<file path="src/rtl/spi_arbiter.sv">
// Round-robin burst controller sharing one byte-level SPI master engine among
// NUM_REQ requesters; chip-select is held for a whole burst, then idled.
module spi_arbiter #(
  parameter int NUM_REQ        = 4,
  parameter int DATA_WIDTH     = 8,
  parameter int LEN_WIDTH      = 4,
  parameter int CS_IDLE_CYCLES = 2
) (
  input  logic                            clk_i,
  input  logic                            reset_i,
  input  logic [NUM_REQ-1:0]              req_i,
  input  logic [NUM_REQ*LEN_WIDTH-1:0]    req_len_i,
  input  logic [NUM_REQ*DATA_WIDTH-1:0]   req_tx_data_i,
  output logic [NUM_REQ-1:0]              grant_o,
  output logic                            tx_ack_o,
  output logic                            rx_valid_o,
  output logic [DATA_WIDTH-1:0]           rx_data_o,
  output logic                            done_o,
  output logic [NUM_REQ-1:0]              cs_n_o,
  output logic                            eng_start_o,
  output logic [DATA_WIDTH-1:0]           eng_tx_data_o,
  input  logic                            eng_done_i,
  input  logic [DATA_WIDTH-1:0]           eng_rx_data_i
);

  localparam int IW = (NUM_REQ > 1) ? $clog2(NUM_REQ) : 1;
  localparam int CW = $clog2(CS_IDLE_CYCLES + 1);

  typedef enum logic [2:0] {IDLE, SETUP, LOAD, WAIT, DONECHK, HOLD} state_e;

  state_e                  state_q, state_d;
  logic [IW-1:0]           idx_q, idx_d, ptr_q, ptr_d;
  logic [LEN_WIDTH-1:0]    rem_q, rem_d;
  logic [CW-1:0]           cnt_q, cnt_d;
  logic [NUM_REQ-1:0]      grant_q, grant_d, cs_n_q, cs_n_d;
  logic                    tx_ack_q, tx_ack_d, eng_start_q, eng_start_d;
  logic                    rx_valid_q, rx_valid_d, done_q, done_d;
  logic [DATA_WIDTH-1:0]   rx_data_q, rx_data_d, eng_tx_data_q, eng_tx_data_d;

  logic [LEN_WIDTH-1:0]    len_a [NUM_REQ];
  logic [DATA_WIDTH-1:0]   txd_a [NUM_REQ];

  for (genvar g = 0; g < NUM_REQ; g++) begin : g_unpack
    assign len_a[g] = req_len_i[g*LEN_WIDTH +: LEN_WIDTH];
    assign txd_a[g] = req_tx_data_i[g*DATA_WIDTH +: DATA_WIDTH];
  end

  // Search starts one past the last winner so the previous owner ranks last.
  logic                    pick_found;
  logic [IW-1:0]           pick_idx, cand;
  logic [NUM_REQ-1:0]      pick_oh;
  logic [LEN_WIDTH-1:0]    pick_len;

  always_comb begin
    pick_found = 1'b0;
    pick_idx   = ptr_q;
    cand       = ptr_q;
    for (int k = 1; k <= NUM_REQ; k++) begin
      cand = IW'((int'(ptr_q) + k) % NUM_REQ);
      if (!pick_found && req_i[cand]) begin
        pick_found = 1'b1;
        pick_idx   = cand;
      end
    end
    pick_oh  = NUM_REQ'(1) << pick_idx;
    pick_len = len_a[pick_idx];
  end

  always_comb begin
    state_d       = state_q;
    idx_d         = idx_q;
    ptr_d         = ptr_q;
    rem_d         = rem_q;
    cnt_d         = cnt_q;
    grant_d       = grant_q;
    cs_n_d        = cs_n_q;
    tx_ack_d      = 1'b0;
    eng_start_d   = 1'b0;
    eng_tx_data_d = eng_tx_data_q;
    rx_valid_d    = 1'b0;
    rx_data_d     = rx_data_q;
    done_d        = 1'b0;
    unique case (state_q)
      IDLE: if (pick_found) begin
        state_d = SETUP;
        idx_d   = pick_idx;
        ptr_d   = pick_idx;
        rem_d   = (pick_len == '0) ? LEN_WIDTH'(1) : pick_len;
        grant_d = pick_oh;
        cs_n_d  = ~pick_oh;
      end
      SETUP: begin
        state_d       = LOAD;
        tx_ack_d      = 1'b1;
        eng_start_d   = 1'b1;
        eng_tx_data_d = txd_a[idx_q];
      end
      LOAD: state_d = WAIT;
      WAIT: if (eng_done_i) begin
        state_d    = DONECHK;
        rx_data_d  = eng_rx_data_i;
        rx_valid_d = 1'b1;
        rem_d      = rem_q - 1'b1;
        done_d     = (rem_q == LEN_WIDTH'(1));
      end
      DONECHK: begin
        if (rem_q != '0) begin
          state_d       = LOAD;
          tx_ack_d      = 1'b1;
          eng_start_d   = 1'b1;
          eng_tx_data_d = txd_a[idx_q];
        end else begin
          state_d = HOLD;
          grant_d = '0;
          cs_n_d  = '1;
          cnt_d   = '0;
        end
      end
      HOLD: begin
        if (cnt_q == CW'(CS_IDLE_CYCLES - 1)) state_d = IDLE;
        else                                  cnt_d   = cnt_q + 1'b1;
      end
      default: state_d = IDLE;
    endcase
  end

  always_ff @(posedge clk_i) begin
    if (reset_i) begin
      state_q       <= IDLE;
      idx_q         <= '0;
      ptr_q         <= IW'(NUM_REQ - 1);
      rem_q         <= '0;
      cnt_q         <= '0;
      grant_q       <= '0;
      cs_n_q        <= '1;
      tx_ack_q      <= 1'b0;
      eng_start_q   <= 1'b0;
      eng_tx_data_q <= '0;
      rx_valid_q    <= 1'b0;
      rx_data_q     <= '0;
      done_q        <= 1'b0;
    end else begin
      state_q       <= state_d;
      idx_q         <= idx_d;
      ptr_q         <= ptr_d;
      rem_q         <= rem_d;
      cnt_q         <= cnt_d;
      grant_q       <= grant_d;
      cs_n_q        <= cs_n_d;
      tx_ack_q      <= tx_ack_d;
      eng_start_q   <= eng_start_d;
      eng_tx_data_q <= eng_tx_data_d;
      rx_valid_q    <= rx_valid_d;
      rx_data_q     <= rx_data_d;
      done_q        <= done_d;
    end
  end

  assign grant_o       = grant_q;
  assign cs_n_o        = cs_n_q;
  assign tx_ack_o      = tx_ack_q;
  assign eng_start_o   = eng_start_q;
  assign eng_tx_data_o = eng_tx_data_q;
  assign rx_valid_o    = rx_valid_q;
  assign rx_data_o     = rx_data_q;
  assign done_o        = done_q;

endmodule
</file>
<file path="config.mk">
export PLATFORM = sky130hd
export DESIGN_NAME = spi_arbiter
export DESIGN_NICKNAME = d
export VERILOG_FILES = /design/src/rtl/spi_arbiter.sv
export SDC_FILE = /design/constraint.sdc
export NUM_CORES = 1
export LEC_CHECK = 0
export CORE_UTILIZATION = 42
export DETAILED_ROUTE_END_ITERATION = 16
export GPL_ROUTABILITY_DRIVEN = 0
export PLACE_DENSITY_LB_ADDON = 0.05
export SETUP_SLACK_MARGIN = 0.1
export SLEW_MARGIN = 25
export SYNTH_ARGS = -nofsm -noshare
export SYNTH_HDL_FRONTEND = slang
export SYNTH_SLANG_ARGS = --single-unit
</file>
<file path="constraint.sdc">
create_clock -name clk_i -period 2 [get_ports clk_i]
set_clock_uncertainty 0.05 [all_clocks]
set_input_delay 0.3 -clock clk_i [delete_from_list [all_inputs] [get_ports clk_i]]
set_output_delay 0.3 -clock clk_i [all_outputs]
set_load 0.05 [all_outputs]
</file>
# Word level (Yosys, flattened, before mapping)
# Index checks and enable logic that the tools add are counted.
dict set report classes {
  addsub 6
  magnitude_cmp 6
  n_eq_ne 13
  shifts 1
  mux 45
  bitwise 5
  n_reduce_logical 22
}
# cell n
set op_table {}
lappend op_table {{$mux 4} 9}
lappend op_table {{$mux 8} 3}
lappend op_table {{$pmux 4 s2} 3}
lappend op_table {{$pmux 3 s6} 1}
lappend op_table {{$bmux 8 s2} 1}
lappend op_table {{$pmux 8 s2} 1}
lappend op_table {{$lt 2x3->1 const B} 4}
lappend op_table {{$mux 2} 6}
lappend op_table {{$mux 3} 4}
lappend op_table {{$ne 2x2->1 const B} 6}
lappend op_table {{$reduce_and 3->1} 4}
lappend op_table {{$mux 1} 10}
lappend op_table {{$bmux 1 s2} 4}
lappend op_table {{$bmux 4 s2} 1}
lappend op_table {{$reduce_bool 2->1} 4}
lappend op_table {{$add 2x1->2 const B} 3}
lappend op_table {{$eq 3x2->1 const B} 2}
lappend op_table {{$eq 3x3->1 const B} 2}
lappend op_table {{$ge 3x3->1 const B} 2}
lappend op_table {{$not 2->3} 2}
lappend op_table {{$reduce_and 2->1} 3}
lappend op_table {{$add 2x2->2 const B} 2}
lappend op_table {{$eq 4x1->1 const B} 1}
lappend op_table {{$logic_not 4->1} 1}
lappend op_table {{14 further kinds} 19}
dict set report totals {
  ff_bits 40
  in_bits 63
  word_cells 110
}

# Depth between registers and ports, before layout
dict set report logic_depth {
  depth_word 21
  mapped_depth 8
}

# Worst setup path after synthesis
# OpenSTA, ideal clock, no wires.
dict set report synth_path {
  kind {input -> register}
  from {input req_i[3]}
  to {register rem_q[2]}
  setup_time_ns 0.074
  arrival_time_ns 1.648
  required_time_ns 1.876
  path_slack_ns 0.228
  cell_stages 7
  path_cell_list {nor2b_1 > a21o_1 > a221oi_2 > buf_6 > mux2_2 > or2_1 > a31oi_1}
}
dict set report synth_via {
  elab_chain_len 20
  elab_cells_between_ends 32
  cone_classes {eq/ne: 1; mux: 22; bitwise: 1; reduce/logical: 8}
}
# element line_no
set synth_rtl {}
lappend synth_rtl {{from (decl)} 11} ;# input logic [NUM_REQ-1:0] req_i,
lappend synth_rtl {{$bmux 1 s2} 60} ;# if (!pick_found && req_i[cand]) begin
lappend synth_rtl {{$mux 1 (implied by the code)} 60}
lappend synth_rtl {{$mux 1} 60}
lappend synth_rtl {{$logic_not 1->1} 60}
lappend synth_rtl {{$logic_and 1x1->1} 60}
lappend synth_rtl {{$mux 1} 60}
lappend synth_rtl {{$logic_not 1->1} 60}
lappend synth_rtl {{$logic_and 1x1->1} 60}
lappend synth_rtl {{(+3 left out)} n/a}
lappend synth_rtl {{$mux 2} 60}
lappend synth_rtl {{$not 2->3 (implied by the code)} 66} ;# pick_len = len_a[pick_idx];
lappend synth_rtl {{$bmux 4 s2} 66}
lappend synth_rtl {{$mux 4 (implied by the code) (2 in a row)} 66}
lappend synth_rtl {{$logic_not 4->1} 88} ;# rem_d = (pick_len == '0) ? LEN_WIDTH'(1) : pick_len;
lappend synth_rtl {{$mux 4} 88}
lappend synth_rtl {{$mux 4} 84} ;# IDLE: if (pick_found) begin
lappend synth_rtl {{$pmux 4 s2} 83} ;# unique case (state_q)
lappend synth_rtl {{to (signal assigned)} 146} ;# rem_q <= rem_d;
lappend synth_rtl {{to (decl)} 33} ;# logic [LEN_WIDTH-1:0] rem_q, rem_d;
# Parallel ways exist; a longest one is shown, timed or not. The select of a mux whose other input is x is not followed.
# A chain may end at the register's enable or synchronous reset.

# Worst setup path in the final report
dict set report layout_path {
  from {register ptr_q[0]}
  to {register rem_q[2]}
}
dict set report layout_via {
  elab_chain_len 21
  elab_cells_between_ends 36
  cone_classes {add/sub: 4; eq/ne: 1; mux: 22; bitwise: 1; reduce/logical: 8}
}
# element line_no
set layout_rtl {}
lappend layout_rtl {{from (decl)} 32} ;# logic [IW-1:0] idx_q, idx_d, ptr_q, ptr_d;
lappend layout_rtl {{from (signal assigned)} 131} ;# ptr_q <= IW'(NUM_REQ - 1);
lappend layout_rtl {{from (signal assigned)} 145} ;# ptr_q <= ptr_d;
lappend layout_rtl {{$add 2x1->2} 59} ;# cand = IW'((int'(ptr_q) + k) % NUM_REQ);
lappend layout_rtl {{$bmux 1 s2} 60}
lappend layout_rtl {{$mux 1 (implied by the code)} 60}
lappend layout_rtl {{$mux 1} 60}
lappend layout_rtl {{$logic_not 1->1} 60}
lappend layout_rtl {{$logic_and 1x1->1} 60}
lappend layout_rtl {{$mux 1} 60}
lappend layout_rtl {{$logic_not 1->1} 60}
lappend layout_rtl {{(+4 left out)} n/a}
lappend layout_rtl {{$mux 2} 60}
lappend layout_rtl {{$not 2->3 (implied by the code)} 66}
lappend layout_rtl {{$bmux 4 s2} 66}
lappend layout_rtl {{$mux 4 (implied by the code) (2 in a row)} 66}
lappend layout_rtl {{$logic_not 4->1} 88}
lappend layout_rtl {{$mux 4} 88}
lappend layout_rtl {{$mux 4} 84}
lappend layout_rtl {{$pmux 4 s2} 83}
# Parallel ways exist; a longest one is shown, timed or not. The select of a mux whose other input is x is not followed.

==> impl_metrics.sql <==
INSERT INTO impl_metrics (metric_group, metric, value, unit) VALUES
('die', 'die_w', '71.4', 'um'),
('layout', 'post-route-cell-area', '0.00327', 'mm^2'),
('sta', 'fin_crit', '1810', 'ps'),
('sta', 'rsz0062_at_grt', 'no', ''),
('drt', 'vias', '2037', ''),
('job', 'max-cap-violations', '0', ''),
('logic_synthesis', 'ys_warn_count', '0', ''),
('critical_path', 'crit_path_max_fanout', '5', ''),
('logic_synthesis', 'syn_avg_cell_area', '8.86', 'um^2'),
('logic_synthesis', 'asyncSetResetFlopFracSynth', '0', '%'),
('layout', 'design.final.nets', '403', ''),
('die', 'die_y', '71.4', 'um'),
('logic_synthesis', 'syn-instance-count', '228', ''),
('sta', 'slew_worst_pin', '549', 'ps'),
('place', 'placed_standard_cell_area', '0.00309', 'mm^2'),
('sta', 'final-setup-viol-count', '0', ''),
('logic_synthesis', 'yosys.area.top_type', 'dfxtp_1', ''),
('logic_synthesis', 'dominantRegCellSynth', 'dfxtp_1', ''),
('logic_synthesis', 'synthesis.nets', '294', ''),
('logic_synthesis', 'netlist_top_cells_area', 'dfxtp_1 40%, mux2i_1 9.4%, mux4_2 8.9%', ''),
('clocking', 'cts_tree', 'built', ''),
('logic_synthesis', 'synth_edf_count', '0', ''),
('drt', 'routed_wire_length', '5260', 'um'),
('global_routing', 'grt_pass1_wl', '8880', 'um'),
('power_and_ir_drop', 'vdd_drop_max', '573', 'uV'),
('layout', 'synthToLayoutAreaGrowth', '61.7', '%'),
('drt', 'drc', '3', ''),
('power_and_ir_drop', 'power.total', '0.00259', 'W'),
('die', 'core-area', '0.00447', 'mm^2'),
('drt', 'drtAntennaViolNets', '0', ''),
('drt', 'dr.first_iter.drc_count', '84', ''),
('logic_synthesis', 'synthDistinctLibCells', '40', ''),
('global_routing', 'grt_busiest_layer', 'met2', ''),
('logic_synthesis', 'synth_top_area_share', '39.6', '%'),
('sta', 'tns', '0', 'ps'),
('sta', 'layout_worst_path_cycle_share', '90.6', '%'),
('logic_synthesis', 'yosysSeqAreaShare', '39.6', '%'),
('clocking', 'post_cts_hold_buffer_count', '0', ''),
('global_routing', 'globalRouteMet2Util', '38.3', '%'),
('drt', 'detailedRoute.firstPassIterationCount', '10', ''),
('status', 'outcome', 'complete, but fails checks', ''),
('sta', 'timing.fmax', '0.552', 'GHz'),
('logic_synthesis', 'yosys-top-cells-count', '40 x dfxtp_1, 36 x nand2_1, 26 x nor2_1, 19 x a21oi_1, 19 x mux2i_1', ''),
('power_and_ir_drop', 'leakage', '1.31', 'nW'),
('die', 'fp.dieArea', '0.00509', 'mm^2'),
('global_routing', 'grt_util_met1', '26.6', '%'),
('critical_path', 'cp.required', '2170', 'ps'),
('critical_path', 'critical_path.cell_chain', 'nor2b_1 -> a21o_1 -> a221oi_2 -> buf_4 -> mux2_4 -> or2_1 -> a31oi_1', ''),
('global_routing', 'grt_remaining_overflow', '0', ''),
('die', 'rows', '24', ''),
('clocking', 'htree_num_levels', '2', ''),
('drt', 'detail_route.vias_per_cell', '5.22', ''),
('critical_path', 'critical_path.endpoint_type', 'flop', ''),
('global_routing', 'pin_count_of_the_biggest_net_entering_global_routing', '20', ''),
('sta', 'timing.max_slew.rel_slack', '63.3', '%'),
('clocking', 'clock_buffer_depth', '2', ''),
('sta', 'drv_slew', '0', ''),
('layout', 'finalCoreUtilization', '73.0', '%'),
('status', 'violations_in_the_final_reports', 'design-rule violations', ''),
('layout', 'drive_above_1_share', '16.9', '%'),
('global_routing', 'grt_use_total', '21.7', '%'),
('layout', 'n_antenna_cell', '0', ''),
('clocking', 'post_cts_buffers', '0', ''),
('hold_path', 'path_class_of_the_lowest_slack_min_delay_path', 'reg -> reg', ''),
('power_and_ir_drop', 'pwr_density_cell', '792', 'mW/mm^2'),
('critical_path', 'critical_path.startpoint_type', 'flop', ''),
('sta', 'hold_viol', '0', ''),
('critical_path', 'cp_slowest_cell', 'dfxtp_2', ''),
('critical_path', 'critical_path_class', 'reg -> reg', ''),
('global_routing', 'globalRouteMet3Util', '5.49', '%'),
('die', 'floorplan.initialDensity', '45.2', '%');
-- repair_timing --
item	in CTS	in global routing
endpoints found under the setup margin	12	15
pin swaps	1	4
cloned	0	1
resized for setup	10	10
-- logic make-up (layout without fill, tap and decap cells) --
kind of cell	Yosys count	in the layout	share of synthesized area (%)
flops	40	40	39.6
mux	30	30	20.2
compound gates	50	50	15.0
buf+inv	21	130	4.95
simple gates	84	85	18.3
fa+ha+maj	3	3	1.86
-- state kept, by name, indices dropped and copies added (netlist names) --
register and flops:
done_o 1, ptr_q 2, grant_o 4, idx_q 2, cnt_q 2, rx_valid_o 1
cs_n_o 4, eng_tx_data_o 8, rx_data_o 8, eng_start_o 1, rem_q 4, state_q 3
-- worst max-delay path, delay by kind of cell (launching register included) --
| kind | cells | cell delay [ps] |
|---|---|---|
| AOI/OAI and AO/OA | 3 | 530 |
| buffers and inverters | 1 | 200 |
| DFF | 1 | 370 |
| muxes | 1 | 320 |
| and+or+nand+nor | 2 | 280 |
-- cells in the final DEF, fill, tap and decap left out, drive strengths merged, types with 3 or more instances in the layout --
master	count
clkdlybuf4s50	86
dfxtp	40
nand2	37
nor2	26
buf	23
mux2i	19
a21oi	19
o21ai	16
inv	10
mux4	8
clkbuf	5
nand3	4
dlygate4sd2	4
nand2b	4
mux2	3
nor3	3
a2bb2oi	3
ha	3
-- per-layer routing --
metal	routed length, um	part of all wire [%]	up-vias
li1	-	-	1015
met4	30	0.57	0
met3	338	6.4	5
met1	2340	44	950
met5	0	0	-
met2	2560	49	67
-- worst paths after layout --
path           startpoint      endpoint  slack (ps)  depth (start not counted)
max              ptr_q[0]      rem_q[2]         190                          7
min          rx_data_o[5]  rx_data_o[5]         400                          2
max reg2reg      ptr_q[0]      rem_q[2]         190                          7
min reg2reg  rx_data_o[5]  rx_data_o[5]         400                          2
-- metrics by stage --
| stage | setup slack, ps | hold slack, ps | cells |
|---|---|---|---|
| after floorplan | 228 | 330 | 228 |
| final | 188 | 404 | 390 |
| after CTS | 131 | 408 | 389 |
| after global placement | -259 | 392 | 381 |
| after detailed placement | -372 | 396 | 381 |
| after global routing | 95.0 | 431 | 390 |
-- power by group --
group | switching [W] | total (W) | leakage, nW | internal (W)
clock | 0.000293 | 0.000669 | 0.0548 | 0.000376
combinational | 0.000476 | 0.000965 | 0.931 | 0.000489
sequential | 0.0000779 | 0.000952 | 0.327 | 0.000874
-- final cells by class --
type / instances / area [um^2] / area share (%)
timing repair buffer: 113 / 1070 / 32.7
sequential: 40 / 803 / 24.6
inverter: 9 / 33.8 / 1.03
tap: 52 / 65.1 / 1.99
clock inverter: 3 / 46.3 / 1.42
clock buffer: 5 / 68.8 / 2.11
multi-input combinational: 168 / 1180 / 36.2
(Power assumes the default switching activity.)
